<file path="config.mk">
export PLATFORM = sky130hd
export DESIGN_NAME = iana_trace_buf
export DESIGN_NICKNAME = d
export VERILOG_FILES = /design/src/rtl/iana_trace_buf.sv
export SDC_FILE = /design/constraint.sdc
export NUM_CORES = 2
export LEC_CHECK = 0
export BUFFER_PORTS_ARGS = -buffer_cell sky130_fd_sc_hd__clkbuf_2
export CAP_MARGIN = 0
export CORE_ASPECT_RATIO = 0.75
export CORE_MARGIN = 2
export CORE_UTILIZATION = 50
export CTS_CLUSTER_DIAMETER = 120
export CTS_CLUSTER_SIZE = 24
export DETAILED_ROUTE_END_ITERATION = 16
export PLACE_DENSITY = 0.68
export SETUP_SLACK_MARGIN = 0.15
export SLEW_MARGIN = 20
export SYNTH_ARGS = -nofsm -noshare
export SYNTH_HDL_FRONTEND = slang
export SYNTH_SLANG_ARGS = --single-unit
</file>
<file path="constraint.sdc">
create_clock -name clock2 -period 18.9 [get_ports clock2]
set_input_delay 0.945 -clock clock2 [delete_from_list [all_inputs] [get_ports clock2]]
set_output_delay 0.945 -clock clock2 [all_outputs]
set_load 0.01 [all_outputs]
</file>
<file path="src/rtl/iana_trace_buf.sv">
// Elastic trace buffer between the CPU trace port and the dma_ctrl write port.
// Absorbs records while DMA is not writable and asks the CPU to stall with hysteresis.
module iana_trace_buf #(
    parameter int DATA_W    = 128,
    parameter int DEPTH     = 16,
    parameter int AFULL_TH  = 12,
    parameter int AEMPTY_TH = 4
) (
    input  logic                     clock2,
    input  logic                     nreset,
    input  logic                     trace_en,
    input  logic                     flush,
    input  logic [DATA_W-1:0]        in_data,
    input  logic                     in_valid,
    output logic [DATA_W-1:0]        out_data,
    output logic                     out_we,
    input  logic                     out_writable,
    output logic                     stall_req,
    output logic                     stall_release,
    output logic [$clog2(DEPTH):0]   level,
    output logic [15:0]              drop_cnt,
    output logic                     overflow
);
    localparam int PTR_W = $clog2(DEPTH);
    localparam int LVL_W = PTR_W + 1;

    typedef enum logic [0:0] {ST_RUN = 1'b0, ST_HOLD = 1'b1} state_t;

    logic [DATA_W-1:0] mem_q [DEPTH];
    logic [PTR_W-1:0]  wr_ptr_q, wr_ptr_d;
    logic [PTR_W-1:0]  rd_ptr_q, rd_ptr_d;
    logic [LVL_W-1:0]  level_q, level_d;
    logic [15:0]       drop_cnt_q, drop_cnt_d;
    logic              overflow_q, overflow_d;
    logic [DATA_W-1:0] out_data_q, out_data_d;
    logic              out_we_q, out_we_d;
    logic              stall_req_q, stall_req_d;
    logic              stall_release_q, stall_release_d;
    state_t            state_q, state_d;
    logic              push_req_s, push_s, pop_s, drop_s;

    // Push/pop qualification; a full FIFO still accepts when a pop frees a slot on the same edge.
    always_comb begin
        push_req_s = in_valid & trace_en & ~flush;
        pop_s      = (level_q != {LVL_W{1'b0}}) & out_writable & ~flush;
        push_s     = push_req_s & ((level_q < LVL_W'(DEPTH)) | pop_s);
        drop_s     = push_req_s & ~push_s;
    end

    // Datapath next-state: pointers, occupancy, output record, drop accounting.
    always_comb begin
        wr_ptr_d   = wr_ptr_q;
        rd_ptr_d   = rd_ptr_q;
        level_d    = level_q;
        drop_cnt_d = drop_cnt_q;
        overflow_d = overflow_q;
        out_we_d   = 1'b0;
        out_data_d = out_data_q;
        if (flush) begin
            wr_ptr_d   = {PTR_W{1'b0}};
            rd_ptr_d   = {PTR_W{1'b0}};
            level_d    = {LVL_W{1'b0}};
            drop_cnt_d = 16'h0000;
            overflow_d = 1'b0;
        end else begin
            if (push_s) begin
                wr_ptr_d = wr_ptr_q + PTR_W'(1);
            end else begin
                wr_ptr_d = wr_ptr_q;
            end
            if (pop_s) begin
                rd_ptr_d   = rd_ptr_q + PTR_W'(1);
                out_we_d   = 1'b1;
                out_data_d = mem_q[rd_ptr_q];
            end else begin
                rd_ptr_d   = rd_ptr_q;
            end
            if (push_s && !pop_s) begin
                level_d = level_q + LVL_W'(1);
            end else if (pop_s && !push_s) begin
                level_d = level_q - LVL_W'(1);
            end else begin
                level_d = level_q;
            end
            if (drop_s) begin
                overflow_d = 1'b1;
                drop_cnt_d = (drop_cnt_q == 16'hFFFF) ? 16'hFFFF : drop_cnt_q + 16'h0001;
            end else begin
                overflow_d = overflow_q;
            end
        end
    end

    // Stall hysteresis FSM, evaluated on the occupancy the FIFO will have after this edge.
    always_comb begin
        state_d         = state_q;
        stall_req_d     = stall_req_q;
        stall_release_d = 1'b0;
        if (flush) begin
            state_d         = ST_RUN;
            stall_req_d     = 1'b0;
            stall_release_d = stall_req_q;
        end else begin
            case (state_q)
                ST_RUN: begin
                    if (level_d >= LVL_W'(AFULL_TH)) begin
                        state_d     = ST_HOLD;
                        stall_req_d = 1'b1;
                    end else begin
                        state_d     = ST_RUN;
                    end
                end
                ST_HOLD: begin
                    if (level_d <= LVL_W'(AEMPTY_TH)) begin
                        state_d         = ST_RUN;
                        stall_req_d     = 1'b0;
                        stall_release_d = 1'b1;
                    end else begin
                        state_d         = ST_HOLD;
                    end
                end
                default: begin
                    state_d     = ST_RUN;
                    stall_req_d = 1'b0;
                end
            endcase
        end
    end

    // Record storage; contents need no reset because the pointers define validity.
    always_ff @(posedge clock2) begin
        if (push_s) begin
            mem_q[wr_ptr_q] <= in_data;
        end
    end

    // Control and output registers.
    always_ff @(posedge clock2 or negedge nreset) begin
        if (!nreset) begin
            wr_ptr_q        <= {PTR_W{1'b0}};
            rd_ptr_q        <= {PTR_W{1'b0}};
            level_q         <= {LVL_W{1'b0}};
            drop_cnt_q      <= 16'h0000;
            overflow_q      <= 1'b0;
            out_data_q      <= {DATA_W{1'b0}};
            out_we_q        <= 1'b0;
            stall_req_q     <= 1'b0;
            stall_release_q <= 1'b0;
            state_q         <= ST_RUN;
        end else begin
            wr_ptr_q        <= wr_ptr_d;
            rd_ptr_q        <= rd_ptr_d;
            level_q         <= level_d;
            drop_cnt_q      <= drop_cnt_d;
            overflow_q      <= overflow_d;
            out_data_q      <= out_data_d;
            out_we_q        <= out_we_d;
            stall_req_q     <= stall_req_d;
            stall_release_q <= stall_release_d;
            state_q         <= state_d;
        end
    end

    assign out_data      = out_data_q;
    assign out_we        = out_we_q;
    assign stall_req     = stall_req_q;
    assign stall_release = stall_release_q;
    assign level         = level_q;
    assign drop_cnt      = drop_cnt_q;
    assign overflow      = overflow_q;

endmodule

</file>
; After elaboration in Yosys (flattened, before gate mapping)
; Memories as Yosys holds them, arrays and structs flattened. A register that Yosys moved wholly into a read port is not among the register bits.
; Index checks and enable logic that the tools add are counted.
[totals]
regBits = 34
mem_bits_rw = 2048
inputBits = 134
elab_cells = 69
memories = 1
[op_classes]
addsub = 5
n_lt_le_gt_ge = 3
n_eq_ne = 3
muxes = 27
bitwise = 10
reduce_logical = 11
[memory_table]
columns = name, depth, word_bits, rd, rd_ports_with_merged_regs, write_ports, line
row1 = mem_q, 16, 128, 1, 1, 1, 29  ; logic [DATA_W-1:0] mem_q [DEPTH];
[op_table]
columns = cell, n
row1 = 16-bit 2-to-1 mux, 3
row2 = "16-bit by 1-bit adder with 16-bit output, second input constant", 1
row3 = "16-bit equality test, second input constant", 1
row4 = 4-bit 2-to-1 mux, 4
row5 = 1-bit 2-to-1 mux, 15
row6 = 5-bit 2-to-1 mux, 3
row7 = "4-bit by 1-bit adder with 4-bit output, second input constant", 2
row8 = 1-bit bitwise AND, 6
row9 = 2-bit nonzero test, 3
row10 = "5-bit by 1-bit adder with 5-bit output, second input constant", 1
row11 = "5-bit by 4-bit >= comparator with 1-bit output, second input constant", 1
row12 = "5-bit by 3-bit <= comparator with 1-bit output, second input constant", 1
row13 = "5-bit < comparator, second input constant", 1
row14 = 5-bit nonzero test, 1
row15 = "5-bit by 1-bit subtractor with 5-bit output, second input constant", 1
row16 = 1-bit one-hot mux with 2 select lines, 2
row17 = 2-bit AND reduction, 2
row18 = 1-bit logical NOT, 3
row19 = "3-bit by 2-bit != test with 1-bit output, second input constant", 1
row20 = "3-bit != test, second input constant", 1
row21 = 1-bit inverter, 3
row22 = 1-bit logical AND, 2
row23 = 1-bit bitwise OR, 1

; Logic depth before layout (Yosys ltp)
[logic_depth]
word_depth = 14
depth_mapped = 12
depth_no_buf = 8

; Worst setup path before layout
; Ideal clock, no wire load.
[synth_path]
path_type = input -> register
from = in in_valid
to = mem mem_q[6][0], enable pin
setup_ns = 0.771
arrival_time_ns = 10.653
t_required_ns = 18.129
setup_slack_ns = 7.476
path_stages = 5
n_path_buf = 1
cell_sequence = nand2_1 -> clkbuf_1 -> nor3_1 -> nand2_1 -> nor3_1
[synth_between]
elab_chain_cells = 5
[synth_lines]
columns = element, line
row1 = "start, declared", 14  ; input logic in_valid,
row2 = 1-bit bitwise AND (2 in series), 44  ; push_req_s = in_valid & trace_en & ~flush;
row3 = 1-bit bitwise AND, 46  ; push_s = push_req_s & ((level_q < LVL_W'(DEPTH)) | pop_s);
row4 = 1-bit 2-to-1 mux, 132  ; if (push_s) begin
row5 = 1-bit 2-to-1 mux (implied by the code), 133  ; mem_q[wr_ptr_q] <= in_data;
row6 = "end, declared", 29
; No other way between the ends.

==> metrics <==
status=finished, final reports clean; clock latency on the worst-skew pair=770 ps; final-stage net count=4522; maximum vdd drop=105 uV; DR pass1 iterations=5; library cells used by synthesis=59; number of global-route vias before repair=40500; Synth Flop Type=edfxtp_1; GP Congestion=0.753; Top Family by Delay on Critical Path=buffers and inverters; hold_ws=191 ps; area grow syn2layout=8.32%; worst r2r dst=out_data[72]; Mapped Cells=4161; via-per-instance ratio=6.02; I/O Buffers=286; Clock Tree Buf Depth=3; CTS Hold Bufs=0; Worst R2R Start=rd_ptr_q[0]; CP Data Arrival Time=6450 ps; number of enable flip-flop cells after synthesis=2048; Placement Setup Slack=12940 ps; placed cells=6519; Hold Vio Cnt, Final=0; DP HPWL=97600 um; setup_tns=0 ps; most frequent CP cell=buf_4; Die ar.=0.172 mm^2; Power Density=104 mW/mm^2; core area=0.168 mm^2; CP bufs+invs=4; achievable frequency=170 MHz; max cap viols=0; total grt overflow=0; worst-margin pin slew=1150 ps; antenna violations before repair=24; Clock Skew=40.9 ps; first-pass GRT wire length=278000 um; Period minus WS final=5880 ps; post-layout instance area=0.0914 mm^2; Sink Count=2210; Final Slew Violations=0; CP max stage delay=1020 ps; Syn Std Cell Area=0.0844 mm^2; vias after detailed routing=40500; flip-flop and latch area=0.0656 mm^2; RSZ-0062 raised after global routing=no; H-tree Lvls=3; DR iter-0 viols=4225; die width=478 um; Crit. End Element=flop; Synth top area share=0.729; io pins=287; Syn Nets=4303; Crit Path Category=reg -> reg; worst path required time=19480 ps; largest net degree at the start of global routing=129; Total GRT Usage=0.219; share of cells above drive strength 1=0.197; Cell Area, Placed=0.0883 mm^2; Hold WC Path Type=in -> async; Post-CTS Setup Bufs=0; Inserted Clock Buffers=102; CTS clk-pin slew, worst paths=100 ps; Yosys top cell by area=edfxtp_1; Final WS setup=13020 ps; CTS tree=done; asr flop ratio synth=0.0733; # setup viols final=0; crit-path cells=buf_4 -> buf_4 -> buf_4 -> buf_4 -> mux4_2 -> nor2b_1 -> o31ai_1 -> o21ai_0; Worst Path Max Fanout=54; internal reg-to-reg setup slack=13020 ps; FP Rows=130; Post-Layout Cell Count=6718; post-synthesis sequential area ratio=0.777; Fillers=12800; Synth Warn #=0; wire length per cell=28.2 um; post_cts resized=0; Root Buffer=clkbuf_16; Syn Area/Cell=20.3 um^2; post-layout util=0.545; Synth area leaders=edfxtp_1 73%, mux4_2 10%, dfrtp_1 4.8%; Final Total Pwr=9.55 mW; Tcrit/Tclk final=0.311; ANT nets after route=0; Die Y=360 um; register bit count reported by yosys=2210; # DRC=0; cells on worst reg2reg path=8; Setup crit start kind=flop; drt total wl=190000 um; multi-input logic area=0.0179 mm^2; relative slew slack=0.233; slowest CP cell=dfrtp_4; Initial Util=0.504; Leakage Power=28.2 nW
logic make-up after synthesis:
| kind of cell | count (synthesis) | share of synthesized area |
|---|---|---|
| XOR/XNOR | 8 | 0.000831 |
| AO/OA/AOI/OAI | 435 | 0.0328 |
| buffers and inverters | 249 | 0.0125 |
| flip-flops | 2210 | 0.777 |
| multiplexers | 769 | 0.149 |
| AND/OR/NAND/NOR | 481 | 0.0269 |
| adder cells (fa/ha/maj) | 9 | 0.00131 |
final cells by class:
cell class	instances	share of cell area
repair buffers	350	0.0229
clock inverters	7	0.000726
flip-flops and latches	2210	0.717
multi-input cells	1702	0.195
clock buffers	185	0.0320
well taps	2244	0.0307
inverters	14	0.000575
diodes	6	0.000164
placed cells by master (no fill, tap or decap), types with 11 or more instances in the layout:
cell type / count
edfxtp_1: 2048
mux4_2: 386
mux2i_1: 379
clkbuf_2: 285
nand2_1: 267
dfrtp_1: 158
nor2b_1: 128
o22ai_1: 127
o31ai_1: 124
o21ai_0: 105
clkbuf_16: 105
clkbuf_1: 80
buf_4: 51
o21ai_1: 27
nor2_1: 24
a21oi_1: 17
inv_1: 13
buf_12: 12
and3_1: 11
worst max-delay path by stage:
stage | start | endpoint | cells after the start
2_1_floorplan | in_valid | mem_q[6][0] | 5
3_3_place_gp | rd_ptr_q[0] | out_data[57] | 8
3_5_place_dp | rd_ptr_q[0] | out_data[57] | 8
4_1_cts | rd_ptr_q[0] | out_data[73] | 8
5_1_grt | rd_ptr_q[0] | out_data[72] | 8
6_report | rd_ptr_q[0] | out_data[72] | 8
power by group:
part / internal [mW] / total, mW / switching, mW
sequential: 5.48 / 5.62 / 0.137
combinational: 0.634 / 1.41 / 0.772
clock: 1.06 / 2.53 / 1.46
routing by layer:
layer | track usage | wire (um) | part of all wire | vias to the layer above
li1 | - | - | - | 17300
met1 | 0.325 | 83300 | 0.44 | 21700
met2 | 0.346 | 90400 | 0.48 | 1285
met3 | 0.0373 | 12200 | 0.065 | 218
met4 | 0.0448 | 3600 | 0.019 | 26
met5 | 0 | 167 | 0.00088 | -
state kept, by name, indices dropped and copies added (netlist names):
register	flops
overflow	1
mem_q	2048
level	5
stall_release	1
rd_ptr_q	4
wr_ptr_q	4
drop_cnt	16
out_data	128
state_q	1
out_we	1
stall_req	1
synthesized netlist by cell type, types with 4 or more instances:
master    count
a21oi_1      17
o22ai_1     127
inv_1        13
a311oi_1      6
o31ai_1     124
dfrtp_1     162
buf_2        68
buf_4         6
and2_1        9
mux4_2      386
clkbuf_1    115
o21ai_0     105
a211oi_1      6
nand3_1       6
nand4_1       6
and3_1       11
o21ai_1      27
nand2_1     268
ha_1          8
mux2i_1     379
edfxtp_1   2048
nor2_1       28
xor2_1        5
buf_1        44
nor2b_1     128
nor3_1       11
mux2_2        4
No activity file was read; power rests on OpenSTA's default activity.
